$ cat src/rtl/rwc_pkg.sv
// rwc_pkg: shared state encoding and default widths for the collision engine
package rwc_pkg;
  localparam int DATA_W_DEF = 32;
  localparam int ADDR_W_DEF = 10;
  typedef enum logic [2:0] {
    IDLE    = 3'd0,
    INIT    = 3'd1,
    SETTLE  = 3'd2,
    COLLIDE = 3'd3,
    CAPTURE = 3'd4,
    DONE    = 3'd5
  } state_t;
endpackage

$ cat src/rtl/rwc_edge_capture.sv
// rwc_edge_capture: rising- and falling-edge samplers of BRAM port-B data
//  w_clk, w_resetn : clock, synchronous active-low reset
//  cap_set         : next cycle is the last capture cycle (doutb valid)
//  din             : BRAM port-B read data
//  rsp_pos/rsp_neg : data sampled at the closing rising edge / the falling edge before it
module rwc_edge_capture #(
  parameter int DATA_W = 32
) (
  input  logic              w_clk,
  input  logic              w_resetn,
  input  logic              cap_set,
  input  logic [DATA_W-1:0] din,
  output logic [DATA_W-1:0] rsp_pos,
  output logic [DATA_W-1:0] rsp_neg
);
  logic              cap_en;
  logic [DATA_W-1:0] neg_q;
  always_ff @(posedge w_clk)
    if (!w_resetn) begin
      cap_en  <= 1'b0;
      rsp_pos <= '0;
      rsp_neg <= '0;
    end else begin
      cap_en <= cap_set;
      if (cap_en) begin
        rsp_pos <= din;
        rsp_neg <= neg_q;
      end
    end
  // The only falling-edge flop; gated by the posedge flag so it samples mid-cycle exactly once.
  always_ff @(negedge w_clk)
    if (cap_en) neg_q <= din;
endmodule

$ cat src/rtl/rwc_collision_engine.sv
// rwc_collision_engine: challenge responder forcing a TDP BRAM read-write collision
//  w_clk, w_resetn      : clock, synchronous active-low reset
//  gen_enable           : start request (level), re-armed only after a low sample in IDLE
//  cha_data, cha_addr   : challenge, captured on accept
//  available, busy      : response-valid pulse, run in progress
//  rsp_pos, rsp_neg     : port-B data captured at rising / falling edge
//  bram_*               : port A write and port B read controls to the BRAM
module rwc_collision_engine
  import rwc_pkg::*;
#(
  parameter int DATA_W        = DATA_W_DEF,
  parameter int ADDR_W        = ADDR_W_DEF,
  parameter int SETTLE_CYCLES = 2,
  parameter int READ_LATENCY  = 2
) (
  input  logic              w_clk,
  input  logic              w_resetn,
  input  logic              gen_enable,
  input  logic [DATA_W-1:0] cha_data,
  input  logic [ADDR_W-1:0] cha_addr,
  output logic              available,
  output logic              busy,
  output logic [DATA_W-1:0] rsp_pos,
  output logic [DATA_W-1:0] rsp_neg,
  output logic              bram_ena,
  output logic              bram_wea,
  output logic [ADDR_W-1:0] bram_addra,
  output logic [DATA_W-1:0] bram_dina,
  output logic              bram_enb,
  output logic [ADDR_W-1:0] bram_addrb,
  input  logic [DATA_W-1:0] bram_doutb
);
  localparam int CW = 8;
  state_t            state, nxt;
  logic              armed, start, last, cap_set;
  logic [CW-1:0]     cnt;
  logic [DATA_W-1:0] data;
  logic [ADDR_W-1:0] addr;
  assign start = state == IDLE && gen_enable && armed;
  assign last  = cnt == CW'(1);
  // Flag the final CAPTURE cycle one cycle ahead so the capture flop is registered.
  assign cap_set = nxt == CAPTURE && (state == CAPTURE ? cnt == CW'(2) : READ_LATENCY == 1);
  always_comb begin
    nxt = state;
    case (state)
      IDLE:    nxt = start ? INIT : IDLE;
      INIT:    nxt = SETTLE;
      SETTLE:  nxt = last ? COLLIDE : SETTLE;
      COLLIDE: nxt = CAPTURE;
      CAPTURE: nxt = last ? DONE : CAPTURE;
      default: nxt = IDLE;
    endcase
  end
  // Outputs are decoded from the next state so the port values match the state they belong to.
  always_ff @(posedge w_clk)
    if (!w_resetn) begin
      state      <= IDLE;
      armed      <= 1'b1;
      cnt        <= '0;
      data       <= '0;
      addr       <= '0;
      available  <= 1'b0;
      busy       <= 1'b0;
      bram_ena   <= 1'b0;
      bram_wea   <= 1'b0;
      bram_enb   <= 1'b0;
      bram_addra <= '0;
      bram_addrb <= '0;
      bram_dina  <= '0;
    end else begin
      state <= nxt;
      cnt   <= nxt == SETTLE && state != SETTLE ? CW'(SETTLE_CYCLES) :
               nxt == CAPTURE && state != CAPTURE ? CW'(READ_LATENCY) : cnt - 1'b1;
      if (start) begin
        data <= cha_data;
        addr <= cha_addr;
      end
      armed      <= state == DONE ? 1'b0 : (state == IDLE && !gen_enable) ? 1'b1 : armed;
      available  <= nxt == DONE;
      busy       <= nxt != IDLE;
      bram_ena   <= nxt == INIT || nxt == COLLIDE;
      bram_wea   <= nxt == INIT || nxt == COLLIDE;
      bram_enb   <= nxt == COLLIDE || (nxt == CAPTURE && READ_LATENCY == 2);
      bram_addra <= start ? cha_addr : addr;
      bram_addrb <= start ? cha_addr : addr;
      bram_dina  <= start ? ~cha_data : data;
    end
  rwc_edge_capture #(.DATA_W(DATA_W)) u_cap (
    .w_clk    (w_clk),
    .w_resetn (w_resetn),
    .cap_set  (cap_set),
    .din      (bram_doutb),
    .rsp_pos  (rsp_pos),
    .rsp_neg  (rsp_neg)
  );
endmodule
$ cat config.mk
export PLATFORM = sky130hd
export DESIGN_NAME = rwc_collision_engine
export DESIGN_NICKNAME = d
export VERILOG_FILES = /design/src/rtl/rwc_pkg.sv /design/src/rtl/rwc_edge_capture.sv /design/src/rtl/rwc_collision_engine.sv
export SDC_FILE = /design/constraint.sdc
export NUM_CORES = 1
export LEC_CHECK = 0
export ABC_AREA = 1
export CORE_UTILIZATION = 42
export CTS_CLUSTER_SIZE = 25
export DETAILED_ROUTE_END_ITERATION = 10
export PLACE_DENSITY = 0.76
export SETUP_SLACK_MARGIN = 0.15
export SKIP_CTS_REPAIR_TIMING = 1
export SYNTH_ARGS = -nofsm -noshare
export SYNTH_HDL_FRONTEND = slang
export SYNTH_SLANG_ARGS = --single-unit
$ cat constraint.sdc
create_clock -name w_clk -period 1.95 [get_ports w_clk]
set_input_delay 0.2925 -clock w_clk [delete_from_list [all_inputs] [get_ports w_clk]]
set_output_delay 0.2925 -clock w_clk [all_outputs]
set_load 0.03 [all_outputs]
==> results.yml, run 1 <==
status:
  status: "complete, no violations"
synthesis:
  synth_area_leaders: "dfxtp_1, edfxtp_1, nor2_1, o21ai_0, a21oi_2"
  postSynthNetCount: 738
  synth_common_cells: "nor2_1, dfxtp_1, o21ai_0"
  synth_edf_count: 32
  synthArstFlopShare: 0
  yosys.area.top_type_share: 0.482
  yosys_warnings: 0
  ys_types: 29
  ys_ff_latch: 187
  synth_area_per_cell_um2: 9.79
  syn_inst: 658
  synth-seq-area-share: 0.631
  synth_top_flop_cell: "dfxtp_1"
  synth_area_um2: 6440
  synth.most_common_cell: "nor2_1"
  synth_top_area_cell: "dfxtp_1"
cells_and_area:
  final_util: 0.640
  syn_to_final_growth_pct: 46.5
  nFillCells: 1135
  final_layout_size_suffix_gt1_frac: 0.129
  antenna_cells: 0
  fin_area_um2: 9440
  nets: 959
  final_cells: 1076
clocking:
  htree_num_levels: 4
  cts_inserted_buffers: 17
  clk_path_buf_depth: 2
  cts_sinks: 187
  clkLatencyLatePin_ns: 0.46
  clk_pin_slew_ns: 0.06
  clockRootBuffer: "clkbuf_16"
  cts_tree: "built"
place:
  place_hpwl_mm: 9.86
  io_buffer_count: 197
  dp_cells: 1007
  place_area_um2: 8580
  place_congestion: 0.776
worst_hold_path:
  min_path_cells: 4
  min_to: "u_cap.cap_en"
  hp-class: "in2reg"
  holdCritStartpoint: "w_resetn"
power_and_ir_drop:
  leakage_nw: 4.26
  vdd_drop_max_mv: 0.657
  p_comb_frac: 0.139
  p_per_area_nw_per_um2: 973
  swShare: 0.271
  p_int_w: 0.00670
  seqPwrFrac: 0.462
  total_power_w: 0.00918
  p_switching_w: 0.00248
  p_clk_frac: 0.399
detailed_routing:
  wl_per_cell_um: 14.3
  drtAntennaViolNets: 0
  drt_pass1_iterations: 4
  drt_first_iter_violations: 187
  vias: 5081
  viasPerCell: 4.72
  wirelength_mm: 15.4
  drc_errors: 0
grt:
  grt_max_degree: 66
  use_met3: 0.0837
  busiest_layer: "met2"
  grt_pass1_wl_mm: 24.2
  overflow: 0
  grt_usage: 0.193
  grt_use_met2: 0.309
  antenna_found_initial: 0
  first_global_vias: 4898
  met1_usage: 0.231
sta:
  rsz0062_at_grt: "yes"
  drv_slew: 0
  max-slew-margin-rel: 0.746
  finalHoldViolCount: 0
  finalSetupViolations: 0
  hold-worst-slack_ns: 0.267
  worst_pin_slew_ns: 0.380
  finClkSkew_ns: 0.0418
setup_path:
  crit_chain: "buf_12"
  path_max_fanout: 16
  crit_family: "flip-flops"
  r2r_start: "u_cap.cap_en"
  reg2reg_setup_slack_ns: 0.11
  critPathKind: "reg2reg"
  crit_buf_inv: 1
  path_depth: 1
  r2r-end: "u_cap.neg_q[3]"
  cp_slowest_stage_delay_ns: 0.43
  startpoint: "u_cap.cap_en"
  cp.arrival_ns: 1.02
  rr_worst_depth: 1
  critPathCaptureType: "flip-flop"
  start_kind: "flip-flop"
  cpMaxStageDelayCell: "dfxtp_4"
  worstPathRequired_ns: 1.13
floorplanning:
  chipHeight_um: 126
  ios: 198
  initial_core_util: 0.437
  num_rows: 44
  fp.dieArea_um2: 15800
  die_w_um: 126
  core_area_um2: 14800
run:
  max_cap_violations: 0
## worst max-delay path by stage
| stage | to |
|---|---|
| 5_1_grt | u_cap.neg_q[4] |
| 3_5_place_dp | u_cap.neg_q[2] |
| 4_1_cts | u_cap.neg_q[22] |
| 6_report | u_cap.neg_q[3] |
| 2_1_floorplan | u_cap.neg_q[0] |
| 3_3_place_gp | u_cap.neg_q[2] |
## layout make-up
class / instances / area [um2] / area share
clock buffers: 20 / 437 / 0.0463
well taps: 184 / 230 / 0.0244
multi-input cells: 410 / 2030 / 0.215
repair buffers: 219 / 2360 / 0.250
clock inverters: 44 / 265 / 0.0281
inverters: 12 / 45.0 / 0.00477
flip-flops and latches: 187 / 4070 / 0.431
## placed cells by master, fill, tap and decap left out, types with 2 or more instances in the layout
cell               n
buf_4             10
o21ai_0           75
o31ai_1            2
nor2_1           228
nand3_1            5
inv_1             42
xnor2_1            2
nor3_1             2
o21ai_2           28
clkinv_4           4
dlymetal6s2s_1    24
inv_8              2
clkbuf_16         20
nand2_1           15
dfxtp_1          154
clkinvlp_4         2
inv_2              3
o21ai_1            4
clkbuf_1           3
ha_1               3
a21oi_1           11
clkdlybuf4s50_1  172
buf_12             9
a21oi_2           28
edfxtp_1          32
bufinv_16          2
## flip-flops by register name (all words and copies together) (netlist names)
signal / count
bram_dina: 32
data: 32
u_cap.neg_q: 32
u_cap.rsp_neg: 32
u_cap.rsp_pos: 32
addr: 10
cnt: 8
state: 3
armed: 1
available: 1
bram_enb: 1
bram_wea: 1
busy: 1
u_cap.cap_en: 1
## cells by family (layout without fill, tap and decap cells)
logic type,count (synthesis),after routing,share of synthesized area
and+or+nand+nor,255,255,0.156
DFF,187,187,0.631
AOI/OAI and AO/OA,150,150,0.151
buffers and inverters,61,295,0.0542
adders and majority gates,3,3,0.00583
xor gates and xnor gates,2,2,0.00272
## stage by stage
stage,TNS (ns),setup WS (ns)
5_1_grt,0,0.0717
3_3_place_gp,-0.0131,-0.0109
4_1_cts,0,0.0742
6_report,0,0.105
3_5_place_dp,-0.283,-0.0421
2_1_floorplan,0,0.106
## layer usage
layer / vias to the layer above / routed length (um)
li1: 2584 / -
met1: 2339 / 6770
met2: 143 / 7240
met3: 15 / 1150
met4: 0 / 191
met5: - / 0
## power groups by stage
stage,Combinational (W),Sequential [W],Clock (W)
3_5_place_dp,0.00128,0.00432,0.000101
2_1_floorplan,0.000592,0.00452,0.000101
5_1_grt,0.00138,0.00426,0.00395
4_1_cts,0.00129,0.00424,0.00373
3_3_place_gp,0.00126,0.00432,0.000101
6_report,0.00127,0.00424,0.00366
Power figures use the tool's default switching activity.
==> run 2, diff against run 1 <==
CORE_UTILIZATION = 43   (was 42)
SKIP_CTS_REPAIR_TIMING = not set   (was 1)
SYNTH_HIERARCHICAL = 1   (was not set)
==> run 2 against run 1 <==
  * Non-clock buffer count increased by 9
  * Combinational power increased by 6%
  * First-iteration DRC count is 120% higher
  * Utilization decreased by 1.4 points
  * Clock power barely moved
  * Flip-flop and latch count stayed put
  * Worst hold slack improved by 0.034 ns
  * Clock skew rose by 0.0059 ns
  * Synthesized area is 7.9% higher
  * Final cell count is 17% higher
  * Register-to-register slack got worse by 0.02 ns
  * Critical endpoint is now u_cap/neg_q[15]
  * Largest power group unchanged
==> results.yml, run 2 <==
clocking:
  htree_num_levels: 4
  cts_hold_buf: 0
  clk_path_buf_depth: 2
  clkLatencyLatePin_ns: 0.46
  cts_tree: "built"
  clk_pin_slew_ns: 0.07
  cts_inserted_buffers: 17
  cts_sinks: 187
  clockRootBuffer: "clkbuf_16"
detailed_routing:
  viasPerCell: 4.45
  drtAntennaViolNets: 0
  wirelength_mm: 15.7
  vias: 5587
  wl_per_cell_um: 12.5
  drt_first_iter_violations: 406
  drc_errors: 0
  drt_pass1_iterations: 4
power_and_ir_drop:
  seqPwrFrac: 0.458
  swShare: 0.275
  p_switching_w: 0.00255
  total_power_w: 0.00926
  p_per_area_nw_per_um2: 935
  p_clk_frac: 0.397
  p_comb_frac: 0.145
  leakage_nw: 4.55
  vdd_drop_max_mv: 0.560
  p_int_w: 0.00672
synthesis:
  yosys.area.top_type_share: 0.446
  synth_edf_count: 32
  synth_area_per_cell_um2: 8.72
  synthAdderAreaFrac: 0.00540
  synth_top_area_cell: "dfxtp_1"
  yosys.area_share.simple: 0.218
  ys_types: 25
  ys_ff_latch: 187
  synth.most_common_cell: "nor2_1"
  synthArstFlopShare: 0
  yosys_warnings: 6
  synth_top_flop_cell: "dfxtp_1"
  synth-seq-area-share: 0.584
  synth_area_leaders: "dfxtp_1, edfxtp_1, nor2_1, nand2_1, inv_1"
  synth_compound_area_frac: 0.0921
  synth_common_cells: "nor2_1, dfxtp_1, nand2_1"
  synth_xor_area_frac: 0.00126
  postSynthNetCount: 877
  syn_inst: 797
  synth_top_family_by_area: "simple AND/OR/NAND/NOR gates"
  synth_area_um2: 6950
  muxShareOfSynthArea: 0
cells_and_area:
  syn_to_final_growth_pct: 42.4
  final_cells: 1255
  mostFrequentLayoutCell: "nor2_1"
  nets: 1106
  antenna_cells: 0
  final_cell_mix: "nor2_1, clkdlybuf4s50_1, dfxtp_1, nand2_1, inv_1"
  final_layout_size_suffix_gt1_frac: 0.119
  nFillCells: 1269
setup_path:
  rr_worst_depth: 1
  cpMaxStageDelayCell: "dfxtp_4"
  critPathCaptureType: "flip-flop"
  reg2reg_setup_slack_ns: 0.08
  cp.arrival_ns: 1.04
  r2r-end: "u_cap/neg_q[15]"
  crit_buf_inv: 1
  start_kind: "flip-flop"
  critPathKind: "reg2reg"
  cp_slowest_stage_delay_ns: 0.43
  crit_chain: "buf_12"
  worstPathRequired_ns: 1.12
  r2r_start: "u_cap/cap_en"
  crit_family: "flip-flops"
  path_max_fanout: 20
sta:
  setup_ws_ns: 0.0843
  finalHoldViolCount: 0
  max-slew-margin-rel: 0.739
  rsz0062_at_grt: "yes"
  finalSetupViolations: 0
  hold-worst-slack_ns: 0.301
  fin_tns_setup_ns: 0
  drv_slew: 0
  worst_pin_slew_ns: 0.390
  finClkSkew_ns: 0.0477
grt:
  antenna_found_initial: 0
  overflow: 0
  grt_usage: 0.192
  grt_max_degree: 40
  first_global_vias: 5202
  grt_pass1_wl_mm: 25.0
run:
  max_cap_violations: 0
floorplanning:
  core_area_um2: 15800
  num_rows: 46
  fp.dieArea_um2: 16700
  die_w_um: 129
  chipHeight_um: 129
  ios: 198
  initial_core_util: 0.439
worst_hold_path:
  hp-class: "in2reg"
  min_path_cells: 3
  min_to: "u_cap/rsp_pos[2]"
  holdCritStartpoint: "w_resetn"
status:
  status: "complete, no violations"
place:
  io_buffer_count: 197
  place_ws_ns: -0.0281
  dp_cells: 1188
  place_congestion: 0.793
  place_hpwl_mm: 10.9
## run 2: cells by family after synthesis
logic type / Yosys count
flops: 187
fa+ha+maj: 3
compound gates: 86
buf+inv: 128
simple gates: 392
xor+xnor: 1
## run 2: per-stage QoR
stage	util	area [um2]
2_1_floorplan	-	6960
4_1_cts	0.621	9820
3_5_place_dp	0.576	9110
6_report	0.626	9900
5_1_grt	0.626	9900
3_3_place_gp	0.576	9110
## run 2: per-layer routing
metal | share of wire | track usage | wire length, um
met2 | 0.46 | 0.318 | 7320
met5 | 0 | 0 | 0
met4 | 0.021 | 0.0754 | 338
met1 | 0.44 | 0.234 | 6920
met3 | 0.074 | 0.0562 | 1170
## run 2: layout make-up
cell class              count  area [um2]  area share
clock buffers              19         433      0.0437
well taps                 216         270      0.0273
inverters                  78         293      0.0296
repair buffers            228        2360       0.238
multi-input cells         482        2200       0.223
clock inverters            45         273      0.0275
flip-flops and latches    187        4070       0.411
## run 2: power groups by stage
stage	combinational (W)	clock, W	sequential, W
6_report	0.00134	0.00367	0.00424
5_1_grt	0.00146	0.00395	0.00427
4_1_cts	0.00136	0.00376	0.00425
3_5_place_dp	0.00135	0.000101	0.00432
3_3_place_gp	0.00134	0.000101	0.00432
2_1_floorplan	0.000619	0.000101	0.00452
## run 2: timing repair
| action | 4_1_cts | 5_1_grt |
|---|---|---|
| resized for setup | 5 | 20 |
| gates cloned | 0 | 1 |
| endpoints found under the setup margin | 37 | 53 |
| setup buffers | 2 | 1 |
## run 2: worst max-delay path by stage
| stage | startpoint | to | depth (start not counted) |
|---|---|---|---|
| after floorplan | u_cap/cap_en | u_cap/neg_q[0] | 0 |
| after global placement | bram_doutb[22] | u_cap/neg_q[22] | 1 |
| after detailed placement | bram_doutb[1] | u_cap/neg_q[1] | 1 |
| after CTS | u_cap/cap_en | u_cap/neg_q[12] | 1 |
| after global routing | u_cap/cap_en | u_cap/neg_q[15] | 1 |
| final | u_cap/cap_en | u_cap/neg_q[15] | 1 |
==> run 3, diff against run 2 <==
PLACE_DENSITY = not set   (was 0.76)
PLACE_DENSITY_LB_ADDON = 0.2   (was not set)
==> run 3 against run 2 <==
  * Combinational power barely moved
  * Critical path type unchanged
  * Clock power grew 5%
  * Register-to-register slack better by 0.04 ns
  * Flip-flop and latch count stayed put
  * Count of clock-buffer cells in the layout is 3 higher
  * Largest cell class unchanged
  * Sequential power barely moved
  * Design area up 0.69%
  * Global-route usage down 0.064 points
  * Highest routed layer unchanged
==> results.yml, run 3 (synthesis gave the netlist of run 2 again) <==
cells_and_area:
  final_layout_size_suffix_gt1_frac: 0.121
  final_util: 0.630
  mostFrequentLayoutCell: "nor2_1"
  nFillCells: 1344
  antenna_cells: 0
  nets: 1109
  final_cell_mix: "nor2_1, clkdlybuf4s50_1, dfxtp_1, nand2_1, inv_1"
  syn_to_final_growth_pct: 43.4
setup_path:
  critPathKind: "reg2reg"
  path_max_fanout: 11
  cp.arrival_ns: 1.01
  crit_buf_inv: 1
  reg2reg_setup_slack_ns: 0.12
  start_kind: "flip-flop"
  critPathCaptureType: "flip-flop"
  cpMaxStageDelayCell: "dfxtp_4"
  worstPathRequired_ns: 1.13
  cp_slowest_stage_delay_ns: 0.42
  crit_family: "flip-flops"
  crit_chain: "buf_12"
detailed_routing:
  wirelength_mm: 15.7
  vias: 5507
  wl_per_cell_um: 12.5
  drt_pass1_iterations: 4
  drtAntennaViolNets: 0
  drc_errors: 0
  drt_first_iter_violations: 291
  viasPerCell: 4.38
clocking:
  cts_tree: "built"
  cts_hold_buf: 0
  clk_pin_slew_ns: 0.06
  cts_inserted_buffers: 17
  clk_path_buf_depth: 2
  cts_sinks: 187
  clockRootBuffer: "clkbuf_16"
  htree_num_levels: 4
  clkLatencyLatePin_ns: 0.46
grt:
  antenna_found_initial: 0
  overflow: 0
  first_global_vias: 5212
  grt_usage: 0.191
  grt_pass1_wl_mm: 25.0
  grt_max_degree: 51
floorplanning:
  core_area_um2: 15800
  fp.dieArea_um2: 16700
  chipHeight_um: 129
  die_w_um: 129
  ios: 198
  initial_core_util: 0.439
  num_rows: 46
place:
  io_buffer_count: 197
  place_hpwl_mm: 10.5
  place_congestion: 0.768
sta:
  finClkSkew_ns: 0.0406
  worst_pin_slew_ns: 0.479
  drv_slew: 0
  finalSetupViolations: 0
  rsz0062_at_grt: "yes"
  fin_tns_setup_ns: 0
  max-slew-margin-rel: 0.681
  hold-worst-slack_ns: 0.304
  finalHoldViolCount: 0
power_and_ir_drop:
  vdd_drop_max_mv: 0.591
  leakage_nw: 4.54
  p_per_area_nw_per_um2: 948
worst_hold_path:
  hp-class: "in2reg"
run:
  max_cap_violations: 0
status:
  status: "complete, no violations"
run 3: changes by cell type in the layout (fill, tap and decap cells not counted), sizes merged:
cell and delta:
buf +2, bufbuf +1, bufinv +1, clkbuf +3, clkdlybuf4s50 +4, clkinv -2, dlygate4sd2 -3, dlymetal6s2s -1
inv -2
run 3: metrics by stage:
stage | setup WS (ns) | cell area (um2) | power (W) | instances
6_report | 0.125 | 9970 | 0.00946 | 1258
5_1_grt | 0.109 | 9970 | 0.00991 | 1258
4_1_cts | 0.114 | 9890 | 0.00956 | 1256
3_5_place_dp | -0.0242 | 9080 | 0.00578 | 1186
3_3_place_gp | -0.00433 | 9080 | 0.00578 | 1186
2_1_floorplan | 0.0975 | 6960 | 0.00524 | 797
run 3: final timing paths:
check | startpoint | endpoint | cells after the start
max | u_cap/cap_en | u_cap/neg_q[22] | 1
min | w_resetn | u_cap/rsp_neg[6] | 3
max reg2reg | u_cap/cap_en | u_cap/neg_q[22] | 1
min reg2reg | cnt[0] | cnt[0] | 1
run 3: cell type report:
type / instances / area, um2 / share of cell area
Tap cell: 216 / 270 / 0.0271
Multi-Input combinational cell: 482 / 2200 / 0.221
Inverter: 78 / 293 / 0.0294
Clock buffer: 22 / 475 / 0.0477
Sequential cell: 187 / 4070 / 0.408
Clock inverter: 42 / 263 / 0.0264
Timing Repair Buffer: 231 / 2400 / 0.240
run 3: per-layer routing:
layer / track usage / share of wire
met1: 0.242 / 0.45
met2: 0.299 / 0.45
met3: 0.0669 / 0.085
met4: 0.0747 / 0.013
met5: 0 / 0
run 3: power breakdown:
group          leakage, nW  internal, W  switching, W  total [W]
sequential            1.56      0.00414      0.000103    0.00424
combinational         2.52     0.000585      0.000771    0.00136
clock                0.469      0.00223       0.00163    0.00386
total                 4.54      0.00695       0.00250    0.00946
run 3: repair_timing:
item / in CTS / in global routing
gates cloned: 1 / 1
endpoints found under the setup margin: 34 / 45
setup buffers: 6 / 1
resized for setup: 2 / 18
pin swaps: 0 / 0
run 3: tightest hold or removal path, cell delays in order:
cell and delay (ns):
buf_4 0.24, nand2_1 0.12, nor2_1 0.03
